**config.mk**
```make
export PLATFORM = sky130hd
export DESIGN_NAME = ibex_rf_writeback
export DESIGN_NICKNAME = d
export VERILOG_FILES = /design/src/rtl/ibex_rf_writeback.sv
export SDC_FILE = /design/constraint.sdc
export NUM_CORES = 1
export LEC_CHECK = 0
export BUFFER_PORTS_ARGS = -buffer_cell sky130_fd_sc_hd__buf_2
export CORE_MARGIN = 2
export CORE_UTILIZATION = 50
export CTS_CLUSTER_SIZE = 40
export DETAILED_ROUTE_END_ITERATION = 8
export PLACE_DENSITY_LB_ADDON = 0.12
export SETUP_SLACK_MARGIN = 0.1
export SLEW_MARGIN = 0
export SYNTH_ARGS = -nofsm -noshare
export SYNTH_HDL_FRONTEND = slang
export SYNTH_SLANG_ARGS = --single-unit
```
**constraint.sdc**
```tcl
create_clock -name clk -period 2.4 [get_ports clk]
set_input_delay 0.36 -clock clk [delete_from_list [all_inputs] [get_ports clk]]
set_output_delay 0.36 -clock clk [all_outputs]
set_load 0.01 [all_outputs]
```
**src/rtl/ibex_rf_writeback.sv**
```systemverilog
// Write-side front end of the register file: merges ALU and buffered slow results onto one write port.
// Optional read bypass of the in-flight write is enabled by defining IBEX_RF_WB_FWD_EN.
module ibex_rf_writeback #(
  parameter bit          RV32E      = 1'b0,
  parameter int unsigned DATA_WIDTH = 32,
  parameter int unsigned FIFO_DEPTH = 2
) (
  input  logic                  clk,
  input  logic                  rst_n,
  input  logic                  alu_we_i,
  input  logic [4:0]            alu_waddr_i,
  input  logic [DATA_WIDTH-1:0] alu_wdata_i,
  input  logic                  slow_valid_i,
  output logic                  slow_ready_o,
  input  logic [4:0]            slow_waddr_i,
  input  logic [DATA_WIDTH-1:0] slow_wdata_i,
  input  logic                  issue_i,
  input  logic [4:0]            issue_waddr_i,
  input  logic [4:0]            raddr_a_i,
  input  logic [4:0]            raddr_b_i,
  output logic                  busy_a_o,
  output logic                  busy_b_o,
`ifdef IBEX_RF_WB_FWD_EN
  input  logic [DATA_WIDTH-1:0] rf_rdata_a_i,
  input  logic [DATA_WIDTH-1:0] rf_rdata_b_i,
  output logic [DATA_WIDTH-1:0] fwd_rdata_a_o,
  output logic [DATA_WIDTH-1:0] fwd_rdata_b_o,
`endif
  output logic [4:0]            rf_waddr_o,
  output logic [DATA_WIDTH-1:0] rf_wdata_o,
  output logic                  rf_we_o,
  output logic                  fifo_empty_o
);

  localparam int unsigned PTR_W = (FIFO_DEPTH > 1) ? $clog2(FIFO_DEPTH) : 1;
  localparam int unsigned CNT_W = PTR_W + 1;

  function automatic logic addr_legal(input logic [4:0] addr);
    return (addr != 5'd0) && !(RV32E && addr[4]);
  endfunction

  logic [4:0]            fifo_addr_q [FIFO_DEPTH];
  logic [DATA_WIDTH-1:0] fifo_data_q [FIFO_DEPTH];
  logic [PTR_W-1:0]      wptr_q;
  logic [PTR_W-1:0]      rptr_q;
  logic [CNT_W-1:0]      count_q;

  logic                  fifo_full;
  logic                  fifo_empty;
  logic                  push;
  logic                  pop;
  logic                  alu_sel;
  logic [4:0]            head_addr;
  logic [DATA_WIDTH-1:0] head_data;
  logic                  head_write;

  logic [31:0]           busy_q;
  logic [31:0]           busy_d;

  assign fifo_full    = (count_q == CNT_W'(FIFO_DEPTH));
  assign fifo_empty   = (count_q == '0);
  assign slow_ready_o = !fifo_full;
  assign fifo_empty_o = fifo_empty;

  assign head_addr  = fifo_addr_q[rptr_q];
  assign head_data  = fifo_data_q[rptr_q];

  // ALU writes to x0 or illegal registers must not block the slow path.
  assign alu_sel    = alu_we_i && addr_legal(alu_waddr_i);
  assign push       = slow_valid_i && !fifo_full;
  assign pop        = !fifo_empty && !alu_sel;
  assign head_write = pop && addr_legal(head_addr);

  always_ff @(posedge clk) begin
    if (push) begin
      fifo_addr_q[wptr_q] <= slow_waddr_i;
      fifo_data_q[wptr_q] <= slow_wdata_i;
    end
  end

  always_ff @(posedge clk or negedge rst_n) begin
    if (!rst_n) begin
      wptr_q  <= '0;
      rptr_q  <= '0;
      count_q <= '0;
    end else begin
      if (push) begin
        wptr_q <= wptr_q + PTR_W'(1);
      end
      if (pop) begin
        rptr_q <= rptr_q + PTR_W'(1);
      end
      case ({push, pop})
        2'b10:   count_q <= count_q + CNT_W'(1);
        2'b01:   count_q <= count_q - CNT_W'(1);
        default: count_q <= count_q;
      endcase
    end
  end

  always_ff @(posedge clk or negedge rst_n) begin
    if (!rst_n) begin
      rf_we_o    <= 1'b0;
      rf_waddr_o <= '0;
      rf_wdata_o <= '0;
    end else if (alu_sel) begin
      rf_we_o    <= 1'b1;
      rf_waddr_o <= alu_waddr_i;
      rf_wdata_o <= alu_wdata_i;
    end else if (head_write) begin
      rf_we_o    <= 1'b1;
      rf_waddr_o <= head_addr;
      rf_wdata_o <= head_data;
    end else begin
      rf_we_o    <= 1'b0;
    end
  end

  // A newly issued op to the same register outranks the retiring write.
  always_comb begin
    busy_d = busy_q;
    if (head_write) begin
      busy_d[head_addr] = 1'b0;
    end
    if (issue_i && addr_legal(issue_waddr_i)) begin
      busy_d[issue_waddr_i] = 1'b1;
    end
  end

  always_ff @(posedge clk or negedge rst_n) begin
    if (!rst_n) begin
      busy_q <= '0;
    end else begin
      busy_q <= busy_d;
    end
  end

  assign busy_a_o = (raddr_a_i != 5'd0) && busy_q[raddr_a_i];
  assign busy_b_o = (raddr_b_i != 5'd0) && busy_q[raddr_b_i];

`ifdef IBEX_RF_WB_FWD_EN
  assign fwd_rdata_a_o = (rf_we_o && (rf_waddr_o == raddr_a_i) && (raddr_a_i != 5'd0)) ?
                         rf_wdata_o : rf_rdata_a_i;
  assign fwd_rdata_b_o = (rf_we_o && (rf_waddr_o == raddr_b_i) && (raddr_b_i != 5'd0)) ?
                         rf_wdata_o : rf_rdata_b_i;
`endif

endmodule

```
== Word level (Yosys, flattened, before mapping) ==
Memory sizes are Yosys's and may differ from the RTL's.
Index checks and enable logic that the tools add are counted.

* Bits in registers: 74
* Bits in writable memories: 74
* Bits of input ports: 94
* Output and inout port bits: 42
* Memories kept: 2

{| class="wikitable"
|+ Memories
! name !! depth !! width !! read ports !! clocked after memory_dff !! write ports !! line !! source
|-
| fifo_data_q || 2 || 32 || 1 || 0 || 1 || 43 || <nowiki>logic [DATA_WIDTH-1:0] fifo_data_q [FIFO_DEPTH];</nowiki>
|-
| fifo_addr_q || 2 || 5 || 1 || 0 || 1 || 42 || <nowiki>logic [4:0] fifo_addr_q [FIFO_DEPTH];</nowiki>
|}

* Add/subtract/negate cells: 4
* Magnitude comparators: 6
* Eq/ne operators: 3
* Multiplexer cells: 19
* Bitwise gates (word level): 3
* Reductions and logical operators: 20

{| class="wikitable"
|+ Operator list
! kind !! count
|-
| $mux 32 || 4
|-
| $and 32x32->32 || 1
|-
| $not 32->32 || 1
|-
| $or 32x32->32 || 1
|-
| $reduce_bool 5->1 || 5
|-
| $lt 5x6->1 const B || 4
|-
| $bmux 1 s5 || 2
|-
| $demux 1 s5 || 2
|-
| $ge 5x1->1 const B || 2
|-
| $mux 5 || 2
|-
| $logic_and 1x1->1 || 9
|-
| $mux 1 || 8
|-
| $eq 2x2->1 const B || 2
|-
| $pmux 2 s2 || 1
|-
| $reduce_bool 2->1 || 2
|-
| $logic_not 1->1 || 3
|-
| $add 1x1->1 const B || 2
|-
| $add 2x1->2 const B || 1
|-
| $eq 2x1->1 const B || 1
|-
| $logic_not 2->1 || 1
|-
| $sub 2x1->2 const B || 1
|}

== Longest topological paths before layout ==
An unclocked memory read counts as a cell.

* Word-level depth: 10
* Depth in mapped cells: 9

== Worst setup path before layout ==
No wires, ideal clock.

* Path type: register -> register
* Start: register count_q[0]
* End: memory fifo_addr_q[0][0], enable pin
* Data arrival time: 2,268 ps
* Data required time: 1,969 ps
* Slack: -299 ps
* Stages on the path, launching flop included: 4
* Clock period less this slack: 2,699 ps
* Cell sequence: dfrtp_1 -> nand2b_1 -> nand2_1 -> nor2_1

* Word-level cells in the longest chain between the ends: 5

{| class="wikitable"
|+ RTL lines
! what !! line !! source
|-
| from (decl) || 46 || <nowiki>logic [CNT_W-1:0] count_q;</nowiki>
|-
| from (signal assigned) || 94 || <nowiki>2'b10: count_q <= count_q + CNT_W'(1);</nowiki>
|-
| from (signal assigned) || 95 || <nowiki>2'b01: count_q <= count_q - CNT_W'(1);</nowiki>
|-
| from (signal assigned) || 96 || <nowiki>default: count_q <= count_q;</nowiki>
|-
| $eq 2x2->1 || 60 || <nowiki>assign fifo_full = (count_q == CNT_W'(FIFO_DEPTH));</nowiki>
|-
| $logic_not 1->1 || -- ||
|-
| net slow_ready_o || 14 || <nowiki>output logic slow_ready_o,</nowiki>
|-
| $logic_and 1x1->1 || 70 || <nowiki>assign push = slow_valid_i && !fifo_full;</nowiki>
|-
| $mux 1 || 75 || <nowiki>if (push) begin</nowiki>
|-
| $mux 1 (implied by the code) || 76 || <nowiki>fifo_addr_q[wptr_q] <= slow_waddr_i;</nowiki>
|-
| to (decl) || 42 ||
|}

The timed path passes the listed nets, and every way through them passes these cells.

== Worst setup path in the final report ==
* Start: register busy_q[15]
* End: output busy_b_o

* Word-level cells in the longest chain between the ends: 3

{| class="wikitable"
|+ RTL lines
! what !! line !! source
|-
| from (decl) || 57 || <nowiki>logic [31:0] busy_q;</nowiki>
|-
| from (signal assigned) || 134 || <nowiki>busy_q <= busy_d;</nowiki>
|-
| $bmux 1 s5 || 139 || <nowiki>assign busy_b_o = (raddr_b_i != 5'd0) && busy_q[raddr_b_i];</nowiki>
|-
| $mux 1 (implied by the code) || 139 ||
|-
| $logic_and 1x1->1 || 139 ||
|-
| to (decl) || 22 || <nowiki>output logic busy_b_o,</nowiki>
|}

No other way between the ends. The select of a mux whose other input is x is not followed.

==> impl_metrics.py <==
metrics = {
    "timing": {
        "period_share_pct": 94.3,
        "max_freq_ghz": 0.442,
        "hold_viol_final": 0,
        "period_minus_slack_ns": 2.26,
        "tns_ns": 0,
        "setup_viol_count_final": 0,
        "hold-worst-slack_ns": 0.0432,
        "finalMaxSlewViolations": 0,
        "rsz0062_at_grt": "true",
        "tightest_slew_ns": 1.08,
        "finClkSkew_ns": 0.0113,
        "maxSlewHeadroom_pct": 26.2,
    },
    "global_route": {
        "grt_overflow": 0,
        "antenna_found_initial": 4,
        "grt_pass1_vias": 4675,
        "grt_pass1_wl_um": 24800,
        "track_usage_pct": 22.5,
        "grt_max_degree": 64,
    },
    "critical_path": {
        "crit_family": "multiplexers",
        "critical_path.max_stage_delay_ns": 0.48,
        "reg2reg_depth": 5,
        "cp_data_required_time_ns": 2.04,
        "crit_slowest_cell": "mux4_2",
        "cp-end-kind": "output pin",
        "cp-start-kind": "register",
        "cp_cell_sequence": "mux4_2, and4b_1, a41oi_2, nand4_1, buf_2",
        "cp_max_fo": 3,
        "cp_num_cells": 5,
        "crit_type": "register to output pin",
        "worstPathArrival_ns": 1.90,
        "worst-path-buf-inv": 1,
    },
    "routing": {
        "dr.pass1.iters": 4,
        "vias_per_cell": 5.70,
        "remaining_drc_errors": 0,
        "wl_um": 15500,
        "vias": 4503,
        "drtIter0Drc": 252,
        "antenna_left": 0,
        "wire_per_inst_um": 19.6,
    },
    "final_layout": {
        "nNetsFinal": 693,
        "layout-drive-gt1-share_pct": 51.7,
        "fin_area_um2": 8510,
        "fin_util_pct": 63.8,
        "area_growth_pct": 23.4,
    },
    "pwr": {
        "power_density_nw_per_um2": 1180,
        "ir_worst_vdd_v": 0.000747,
        "power.leakage_nw": 3.52,
    },
    "outcome": {
        "outcome": "finished, final reports clean",
    },
    "floorplanning": {
        "dieArea_um2": 14800,
        "die_w_um": 121,
        "coreArea_um2": 13300,
        "io_pins": 136,
        "start_util_pct": 51.7,
        "die_h_um": 121,
        "num_rows": 42,
    },
    "place": {
        "place_area_um2": 7810,
        "place.port_buffers": 135,
        "hpwl_um": 10800,
        "place_congestion": 0.888,
    },
    "synthesis": {
        "synth-edff-count": 74,
        "syn_area_um2": 6900,
        "syn_nets": 550,
        "ys_warn_count": 0,
        "synth_ff_type": "edfxtp_1",
        "ys_async_sr_fraction_pct": 50.0,
        "synth_cells": 455,
        "yosysUniqueCellTypes": 48,
        "syn_area_per_cell_um2": 15.2,
        "ys_ff_latch": 148,
        "yosysSeqAreaShare_pct": 59.0,
    },
    "clocking": {
        "h-tree-depth": 4,
        "numCtsBuffers": 17,
        "cts.path.max_buffers": 2,
        "clock_sinks": 148,
        "clock_latency_ns": 0.43,
        "root_buffer": "clkbuf_16",
        "cts_tree": "done",
        "clkTransAtPathRegs_ns": 0.06,
    },
    "flow_run": {
        "drv_cap": 0,
    },
    "worst_hold_path": {
        "hold_class": "input pin to async pin",
    },
}
==> what timing repair did <==
item                       in CTS  in global routing
setup endpoints to repair       2                  2
setup buffers                   2                  1
pin swaps                       1                  2
hold buffers                    0                  0
cloned                          0                  0
gates resized for setup         2                  2
==> through the flow <==
step | instances | total power (W) | worst slack [ns]
6_report | 790 | 0.0101 | 0.137
5_1_grt | 790 | 0.0106 | 0.0648
4_1_cts | 786 | 0.0101 | 0.108
3_5_place_dp | 752 | 0.00723 | 0.186
3_3_place_gp | 752 | 0.00713 | 0.219
2_1_floorplan | 455 | 0.00612 | 0.243
==> final cells by class <==
cell class | count | area [µm²]
diodes | 3 | 7.51
repair buffers | 150 | 828
multi-input cells | 270 | 2680
inverters | 11 | 41.3
clock inverters | 10 | 140
clock buffers | 22 | 517
flip-flops and latches | 148 | 4080
well taps | 176 | 220
fillers | 1036 | 4830
==> worst register-to-register path: cells and delay by family (launching register included) <==
kind | cells | cell delay [ns]
buf+inv | 1 | 0.40
mux | 1 | 0.30
flops | 1 | 0.46
compound gates | 3 | 0.73
==> metal layers <==
layer	up-vias	GRT usage, %	wire length, µm
met5	-	0	13
met4	2	7.18	182
met3	16	9.26	1310
met2	157	35.3	7400
met1	2242	28.5	6550
li1	2086	-	-
==> worst paths after layout <==
check / from / endpoint / slack, ns
worst min-delay path: rst_n / busy_q[24] / 0.04
max in group asynchronous: rst_n / rf_wdata_o[9] / 1.64
worst min register to register: busy_q[0] / busy_q[0] / 0.40
min in group clk: slow_wdata_i[13] / fifo_data_q[0][13] / 0.12
worst max-delay path: busy_q[15] / busy_b_o / 0.14
worst max register to register: rptr_q / busy_q[7] / 0.37
==> kinds of logic (layout without fill, tap and decap cells) <==
logic type                 Yosys count  after routing  share of synthesized area, %
buffers and inverters               37            193                          2.56
and+or+nand+nor                     58             58                          5.37
adders and majority gates            1              1                         0.181
muxes                              131            131                          24.7
xor gates and xnor gates             5              5                         0.635
other                                0              3                             0
AOI/OAI and AO/OA                   75             75                          7.49
DFF                                148            148                          59.0
==> cell usage in the layout, fill, tap and decap left out, drive strengths merged, types with 3 or more instances in the layout <==
| cell | netlist | final |
|---|---|---|
| nand2b | 4 | 4 |
| and3b | 3 | 3 |
| o221ai | 8 | 8 |
| inv | 10 | 11 |
| nand2 | 13 | 13 |
| nor4 | 3 | 3 |
| dfrtp | 74 | 74 |
| diode | 0 | 3 |
| buf | 11 | 150 |
| mux2i | 7 | 7 |
| o41ai | 23 | 23 |
| nor3b | 5 | 5 |
| and3 | 3 | 3 |
| o21ai | 34 | 34 |
| clkbuf | 15 | 22 |
| nor2 | 7 | 7 |
| clkinv | 1 | 4 |
| mux4 | 15 | 15 |
| clkinvlp | 0 | 3 |
| edfxtp | 74 | 74 |
| bufinv | 0 | 3 |
| nand4b | 3 | 3 |
| xnor2 | 3 | 3 |
| mux2 | 109 | 109 |
==> report_power, final <==
group / leakage, nW / switching [W] / total [W] / internal, W
sequential: 1.54 / 0.000490 / 0.00404 / 0.00355
combinational: 1.67 / 0.00154 / 0.00317 / 0.00163
clock: 0.315 / 0.00102 / 0.00286 / 0.00184
==> cells in the mapped netlist, types with 3 or more instances <==
cell      instances  share of area (%)
and3b_1           3               0.38
nand4b_1          3               0.38
buf_6             4               0.65
buf_2             6               0.44
inv_1            10               0.54
nand2b_1          4               0.36
xnor2_1           3               0.38
and3_1            3               0.27
mux2_4           19                4.1
edfxtp_1         74                 32
mux4_2           15                4.9
clkbuf_1         15               0.82
nand2_1          13               0.71
dfrtp_1          74                 27
o21ai_0          33                2.4
nor3b_1           5               0.54
o221ai_1          8                1.0
mux2i_1           7                1.0
o41ai_1          23                2.9
nor2_1            7               0.38
mux2_2           89                 15
==> flip-flops by register name, summed over array words and instances, names as in the netlist <==
| register | count |
|---|---|
| busy_q | 32 |
| fifo_addr_q | 10 |
| rf_waddr_o | 5 |
| count_q | 2 |
| rptr_q | 1 |
| rf_wdata_o | 32 |
| fifo_data_q | 64 |
| rf_we_o | 1 |
| wptr_q | 1 |
(Power assumes the default switching activity.)
